===== config.mk =====
export PLATFORM = sky130hd
export DESIGN_NAME = wb_write_port_arbiter
export DESIGN_NICKNAME = d
export VERILOG_FILES = /design/src/rtl/wb_pkg.sv /design/src/rtl/wb_late_fifo.sv /design/src/rtl/wb_write_port_arbiter.sv
export SDC_FILE = /design/constraint.sdc
export NUM_CORES = 1
export LEC_CHECK = 0
export ABC_AREA = 1
export CAP_MARGIN = 20
export CORE_ASPECT_RATIO = 0.9
export CORE_UTILIZATION = 55
export CTS_BUF_LIST = sky130_fd_sc_hd__clkbuf_2
export CTS_CLUSTER_DIAMETER = 200
export DETAILED_ROUTE_END_ITERATION = 8
export PLACE_DENSITY = 0.9
export SYNTH_ARGS = -nofsm -noshare
export SYNTH_HDL_FRONTEND = slang
export SYNTH_SLANG_ARGS = --single-unit
export TNS_END_PERCENT = 20

===== constraint.sdc =====
create_clock -name CLK -period 3.2 [get_ports CLK]
set_clock_uncertainty 0.05 [all_clocks]
set_input_delay 0.8 -clock CLK [delete_from_list [all_inputs] [get_ports CLK]]
set_output_delay 0.8 -clock CLK [all_outputs]
set_load 0.03 [all_outputs]

===== src/rtl/wb_pkg.sv =====
// Shared types for the register-file write-port arbiter.
// Holds default widths, the arbiter FSM state type and the late-result entry.
package wb_pkg;

    localparam int WB_DATA_W = 32;
    localparam int WB_REG_AW = 5;

    typedef enum logic {
        NORMAL = 1'b0,
        STARVE = 1'b1
    } wb_arb_state_t;

    typedef struct packed {
        logic [WB_REG_AW-1:0] rd;
        logic [WB_DATA_W-1:0] data;
    } wb_entry_t;

endpackage


===== src/rtl/wb_late_fifo.sv =====
// First-word-fall-through FIFO that parks late results until a write-port slot frees up.
// Ports: CLK, RESET (async, active-low), i_push/i_data in, i_pop in,
//   o_head (current head), o_count, o_full, o_empty.
module wb_late_fifo
    import wb_pkg::*;
#(
    parameter type T     = wb_entry_t,
    parameter int  DEPTH = 4
) (
    input  logic                       CLK,
    input  logic                       RESET,
    input  logic                       i_push,
    input  T                           i_data,
    input  logic                       i_pop,
    output T                           o_head,
    output logic [$clog2(DEPTH+1)-1:0] o_count,
    output logic                       o_full,
    output logic                       o_empty
);

    localparam int AW = $clog2(DEPTH);
    localparam int CW = $clog2(DEPTH+1);

    T              r_mem [DEPTH];
    logic [AW-1:0] r_wptr;
    logic [AW-1:0] r_rptr;
    logic [CW-1:0] r_count;

    logic w_push;
    logic w_pop;

    // Guard both sides so a misbehaving caller cannot corrupt the count.
    assign w_push = i_push && !o_full;
    assign w_pop  = i_pop && !o_empty;

    // Storage carries no reset; validity is defined by the pointers/count.
    always_ff @(posedge CLK) begin
        if (w_push) begin
            r_mem[r_wptr] <= i_data;
        end
    end

    always_ff @(posedge CLK or negedge RESET) begin
        if (!RESET) begin
            r_wptr  <= '0;
            r_rptr  <= '0;
            r_count <= '0;
        end else begin
            if (w_push) begin
                r_wptr <= r_wptr + AW'(1);
            end
            if (w_pop) begin
                r_rptr <= r_rptr + AW'(1);
            end
            unique case ({w_push, w_pop})
                2'b10:   r_count <= r_count + CW'(1);
                2'b01:   r_count <= r_count - CW'(1);
                default: r_count <= r_count;
            endcase
        end
    end

    assign o_head  = r_mem[r_rptr];
    assign o_count = r_count;
    assign o_full  = (r_count == CW'(DEPTH));
    assign o_empty = (r_count == '0);

endmodule


===== src/rtl/wb_write_port_arbiter.sv =====
// Shares the register-file write port between the in-order pipe and late results.
// Ports: CLK, RESET (async, active-low); pipe do_writeback1/writeRegister1/writeData1;
//   late_valid/late_reg/late_data with late_ready; registered rf_we/rf_waddr/rf_wdata;
//   stall_pipe (one-bubble request) and sticky proto_err.
module wb_write_port_arbiter
    import wb_pkg::*;
#(
    parameter int DATA_W       = WB_DATA_W,
    parameter int REG_AW       = WB_REG_AW,
    parameter int DEPTH        = 4,
    parameter int STARVE_LIMIT = 8
) (
    input  logic              CLK,
    input  logic              RESET,
    input  logic              do_writeback1,
    input  logic [REG_AW-1:0] writeRegister1,
    input  logic [DATA_W-1:0] writeData1,
    input  logic              late_valid,
    input  logic [REG_AW-1:0] late_reg,
    input  logic [DATA_W-1:0] late_data,
    output logic              late_ready,
    output logic              rf_we,
    output logic [REG_AW-1:0] rf_waddr,
    output logic [DATA_W-1:0] rf_wdata,
    output logic              stall_pipe,
    output logic              proto_err
);

    localparam int CW   = $clog2(DEPTH+1);
    localparam int AGEW = $clog2(STARVE_LIMIT+1);

    typedef struct packed {
        logic [REG_AW-1:0] rd;
        logic [DATA_W-1:0] data;
    } entry_t;

    wb_arb_state_t r_state;
    wb_arb_state_t w_state_nxt;

    logic [AGEW-1:0]   r_age;
    logic              r_rf_we;
    logic [REG_AW-1:0] r_rf_waddr;
    logic [DATA_W-1:0] r_rf_wdata;
    logic              r_stall;
    logic              r_proto_err;

    logic              w_pw;
    logic              w_push;
    logic              w_pop;
    logic              w_full;
    logic              w_empty;
    logic              w_at_depth;
    logic              w_age_hit;
    logic [CW-1:0]     w_count;
    entry_t            w_in;
    entry_t            w_head;

    // Register 0 is hardwired, so a write to it never claims the port.
    assign w_pw = do_writeback1 && (writeRegister1 != '0);

    assign late_ready = !w_full;

    // Results aimed at register 0 complete the handshake but are dropped.
    assign w_push = late_valid && late_ready && (late_reg != '0);

    // The pipe always owns the port; the FIFO only fills idle slots.
    assign w_pop = !w_empty && !w_pw;

    assign w_in.rd   = late_reg;
    assign w_in.data = late_data;

    wb_late_fifo #(
        .T     (entry_t),
        .DEPTH (DEPTH)
    ) u_fifo (
        .CLK     (CLK),
        .RESET   (RESET),
        .i_push  (w_push),
        .i_data  (w_in),
        .i_pop   (w_pop),
        .o_head  (w_head),
        .o_count (w_count),
        .o_full  (w_full),
        .o_empty (w_empty)
    );

    assign w_at_depth = (w_count == CW'(DEPTH));
    assign w_age_hit  = (r_age == AGEW'(STARVE_LIMIT - 1));

    // A full FIFO escalates immediately since the source is already blocked.
    always_comb begin
        w_state_nxt = r_state;
        unique case (1'b1)
            (r_state == NORMAL): begin
                if (!w_empty && (w_age_hit || w_at_depth)) begin
                    w_state_nxt = STARVE;
                end
            end
            (r_state == STARVE): begin
                if (w_pop || w_empty) begin
                    w_state_nxt = NORMAL;
                end
            end
            default: w_state_nxt = NORMAL;
        endcase
    end

    always_ff @(posedge CLK or negedge RESET) begin
        if (!RESET) begin
            r_state <= NORMAL;
            r_stall <= 1'b0;
        end else begin
            r_state <= w_state_nxt;
            r_stall <= (w_state_nxt == STARVE);
        end
    end

    // Head age saturates so it can never wrap back below the limit.
    always_ff @(posedge CLK or negedge RESET) begin
        if (!RESET) begin
            r_age <= '0;
        end else if (w_pop || w_empty) begin
            r_age <= '0;
        end else if (r_age != AGEW'(STARVE_LIMIT)) begin
            r_age <= r_age + AGEW'(1);
        end
    end

    always_ff @(posedge CLK or negedge RESET) begin
        if (!RESET) begin
            r_rf_we    <= 1'b0;
            r_rf_waddr <= '0;
            r_rf_wdata <= '0;
        end else begin
            r_rf_we <= w_pw || w_pop;
            if (w_pw) begin
                r_rf_waddr <= writeRegister1;
                r_rf_wdata <= writeData1;
            end else if (w_pop) begin
                r_rf_waddr <= w_head.rd;
                r_rf_wdata <= w_head.data;
            end
        end
    end

    // A pipe write during a requested bubble is still honoured but flagged.
    always_ff @(posedge CLK or negedge RESET) begin
        if (!RESET) begin
            r_proto_err <= 1'b0;
        end else if (w_pw && r_stall) begin
            r_proto_err <= 1'b1;
        end
    end

    assign rf_we      = r_rf_we;
    assign rf_waddr   = r_rf_waddr;
    assign rf_wdata   = r_rf_wdata;
    assign stall_pipe = r_stall;
    assign proto_err  = r_proto_err;

endmodule


==> impl_metrics.py <==
metrics = {
    "sta": {
        "min_period_over_period_pct": 94.8,
        "worst_pin_slew_ns": 0.803,
        "setup_violations": 0,
        "maxSlewViolCount": 0,
        "max_freq_mhz": 330,
        "min_period_ns": 3.03,
        "maxSlewHeadroom_pct": 46.5,
        "rsz0062_at_grt": "no",
        "report.final.hold_viol_count": 0,
        "whs_ns": 0.427,
        "fin_tns_setup_ns": 0,
    },
    "critical_path": {
        "crit_path_end_kind": "output port",
        "rrSetupSlack_ns": 1.00,
        "critical_path_required_ns": 2.35,
        "crit_start": "u_fifo.o_count[1]$_DFFE_PN0P_",
        "critPathKind": "flip-flop to output port",
        "worstRegToRegCells": 11,
        "critPathLaunchType": "flip-flop",
        "critical_path_arrival_ns": 2.18,
        "timing.rr.start": "u_fifo.o_count[0]$_DFFE_PN0P_",
        "critPathCapture": "late_ready",
        "r2r-end": "u_fifo.o_count[2]$_DFFE_PN0P_",
        "critPathMaxFanout": 3,
    },
    "pwr": {
        "p_clk_share_pct": 15.3,
        "power_mw": 8.65,
        "p_switching_mw": 3.54,
        "p_int_mw": 5.11,
        "power_density_nw_per_um2": 833,
        "sw_frac_of_total_pct": 40.9,
        "cellLeakagePower_nw": 4.62,
        "seqPwrFrac_pct": 42.8,
        "p_comb_share_pct": 41.9,
        "ir_worst_vdd_uv": 577,
    },
    "route": {
        "vias": 6357,
        "detail-route-antenna-nets": 0,
        "avgRoutedWirePerCell_um": 16.1,
        "first_iter_violations": 830,
        "first_pass_iters": 6,
        "drc": 0,
        "viasPerCell": 5.31,
        "finalWirelength_um": 19300,
    },
    "job": {
        "cap_violations": 0,
    },
    "placed_design": {
        "globalplace.congestion": 0.792,
        "io_buffer_count": 118,
        "place_inst": 1164,
        "dpl.hpwl_um": 12600,
    },
    "floorplan": {
        "num_rows": 43,
        "die-area_sq_um": 16400,
        "die_x_um": 135,
        "dieHeight_um": 122,
        "io_pins": 119,
        "core_area_sq_um": 15500,
        "initial_utilization_pct": 56.6,
    },
    "synth": {
        "yosys_warnings": 0,
        "syn_area_per_cell_sq_um": 10.1,
        "yosys.area.top_type_share_pct": 50.7,
        "ys_types": 26,
        "syn-instance-count": 870,
        "ys_seq_area_share_pct": 65.3,
        "synth_area_sq_um": 8760,
        "synth_area_leaders": "edfxtp_1, dfrtp_1, nand3_1",
        "syn-num-nets": 956,
        "synth.ff_latch_count": 199,
        "synth_area_leader_cell": "edfxtp_1",
    },
    "run_status": {
        "outcome": "complete, no violations",
    },
    "global_routing": {
        "first_global_vias": 6185,
        "antenna_found_initial": 1,
        "grt_overflow": 0,
        "grt_usage_pct": 24.8,
        "grt_first_pass_wirelength_um": 30600,
        "grt_max_degree": 78,
    },
    "clock_network": {
        "htreeDepth": 4,
        "clk_pin_slew_ns": 0.29,
        "cts_root_buffer": "clkbuf_2",
        "cts_sinks": 199,
        "cts-hold-fix-buffers": 1,
        "clock_latency_ns": 0.77,
        "clockBufferDepth": 2,
        "cts_tree": "yes",
        "post_cts_resized": 0,
        "postCtsSetupBuffers": 0,
        "cts_inserted_buffers": 17,
    },
    "cells_and_area": {
        "ff_latch_area_sq_um": 5720,
        "nNetsFinal": 1068,
        "areaGrowthSynthToFinish_pct": 18.5,
        "n_fill_cell": 1088,
        "drive_gt1_share_pct": 6.73,
        "instances_no_fill": 1198,
        "multi_input_area_sq_um": 2180,
    },
    "worst_hold_path": {
        "hold_path_class": "input port to async pin",
    },
}
worst min path at each step:
| stage | startpoint | endpoint | slack (ns) | depth (start not counted) |
|---|---|---|---|---|
| detailed placement | proto_err$_DFFE_PN0P_ | proto_err$_DFFE_PN0P_ | 0.43 | 1 |
| finish | RESET | proto_err$_DFFE_PN0P_ | 0.43 | 2 |
| global placement | proto_err$_DFFE_PN0P_ | proto_err$_DFFE_PN0P_ | 0.42 | 1 |
| CTS | RESET | proto_err$_DFFE_PN0P_ | 0.40 | 2 |
| global route | RESET | proto_err$_DFFE_PN0P_ | 0.37 | 2 |
| floorplan | u_fifo.o_count[0]$_DFFE_PN0P_ | u_fifo.o_count[0]$_DFFE_PN0P_ | 0.44 | 1 |
cells in the mapped netlist:
cell and count:
fa_1 1, dfrtp_1 51, or2_2 2, o21ai_0 3, nand2_1 239, a21oi_1 2, xor2_1 4, xnor2_1 2
buf_6 12, buf_2 22, o31ai_1 1, nor2_2 2, o21ai_1 1, nand3b_1 2, nand3_1 188, buf_1 3
clkbuf_1 2, buf_4 4, inv_1 155, nand2_2 2, edfxtp_1 148, ha_1 7, inv_2 4, nor2_1 10
o21bai_1 1, nand3_2 2
power by group through the flow:
stage | Combinational [mW] | Sequential, mW | Clock, mW
after global routing | 3.96 | 3.76 | 1.44
after CTS | 3.61 | 3.70 | 1.33
after detailed placement | 3.57 | 3.77 | 0
after floorplan | 1.89 | 4.18 | 0
after global placement | 3.46 | 3.74 | 0
final | 3.62 | 3.71 | 1.32
layout by cell type, fill, tap and decap left out, drive strengths merged:
cell           count
a21oi              2
buf               18
bufinv             3
clkbuf            17
clkdlybuf4s50    117
clkinv             3
clkinvlp           3
dfrtp             51
diode              1
dlygate4sd3        1
edfxtp           148
fa                 1
ha                 7
inv              165
nand2            241
nand3            190
nand3b             2
nor2              12
o21ai              4
o21bai             1
o31ai              1
or2                2
xnor2              2
xor2               4
through the flow:
stage	instance area (sq um)	utilization, %	setup slack [ns]
finish	10400	67.0	0.167
global route	10400	67.0	0.0364
CTS	10400	67.0	0.117
detailed placement	10100	65.2	0.0206
global placement	10100	65.2	0.135
floorplan	8760	-	0.0722
state kept, by name (all words and copies together) (netlist names):
register        flops
proto_err           1
r_age               4
rf_waddr            5
rf_wdata           32
rf_we               1
stall_pipe          1
u_fifo.o_count      3
u_fifo.r_mem      148
u_fifo.r_rptr       2
u_fifo.r_wptr       2
per-layer routing:
metal | track usage [%] | wire length (um) | vias up
li1 | - | - | 3016
met1 | 33.2 | 7960 | 3009
met2 | 39.6 | 9310 | 308
met3 | 6.20 | 1770 | 24
met4 | 8.64 | 293 | 0
met5 | 0 | 0 | -
critical path: stages, from the launching register on:
cell and delay, ns:
dfrtp_1 0.47, nor2_2 0.17, nand2_1 0.17, clkdlybuf4s50_1 0.63
cells by family (layout without fill, tap and decap cells):
kind of cell	after synthesis	in the layout	synth area share (%)
DFF	199	199	65.3
buffers and inverters	202	327	10.2
AOI/OAI and AO/OA	8	8	0.514
and+or+nand+nor	447	447	22.2
adders and majority gates	8	8	1.23
xor gates and xnor gates	6	6	0.600
other	0	1	0
final cells by class:
class / count / area share (%)
diodes: 1 / 0.0241
clock buffers: 17 / 0.819
clock inverters: 15 / 1.86
inverters: 159 / 5.75
multi-input cells: 469 / 21.0
flip-flops and latches: 199 / 55.1
well taps: 202 / 2.43
repair buffers: 136 / 13.0
Note: power is estimated with default switching activity, not from simulation.
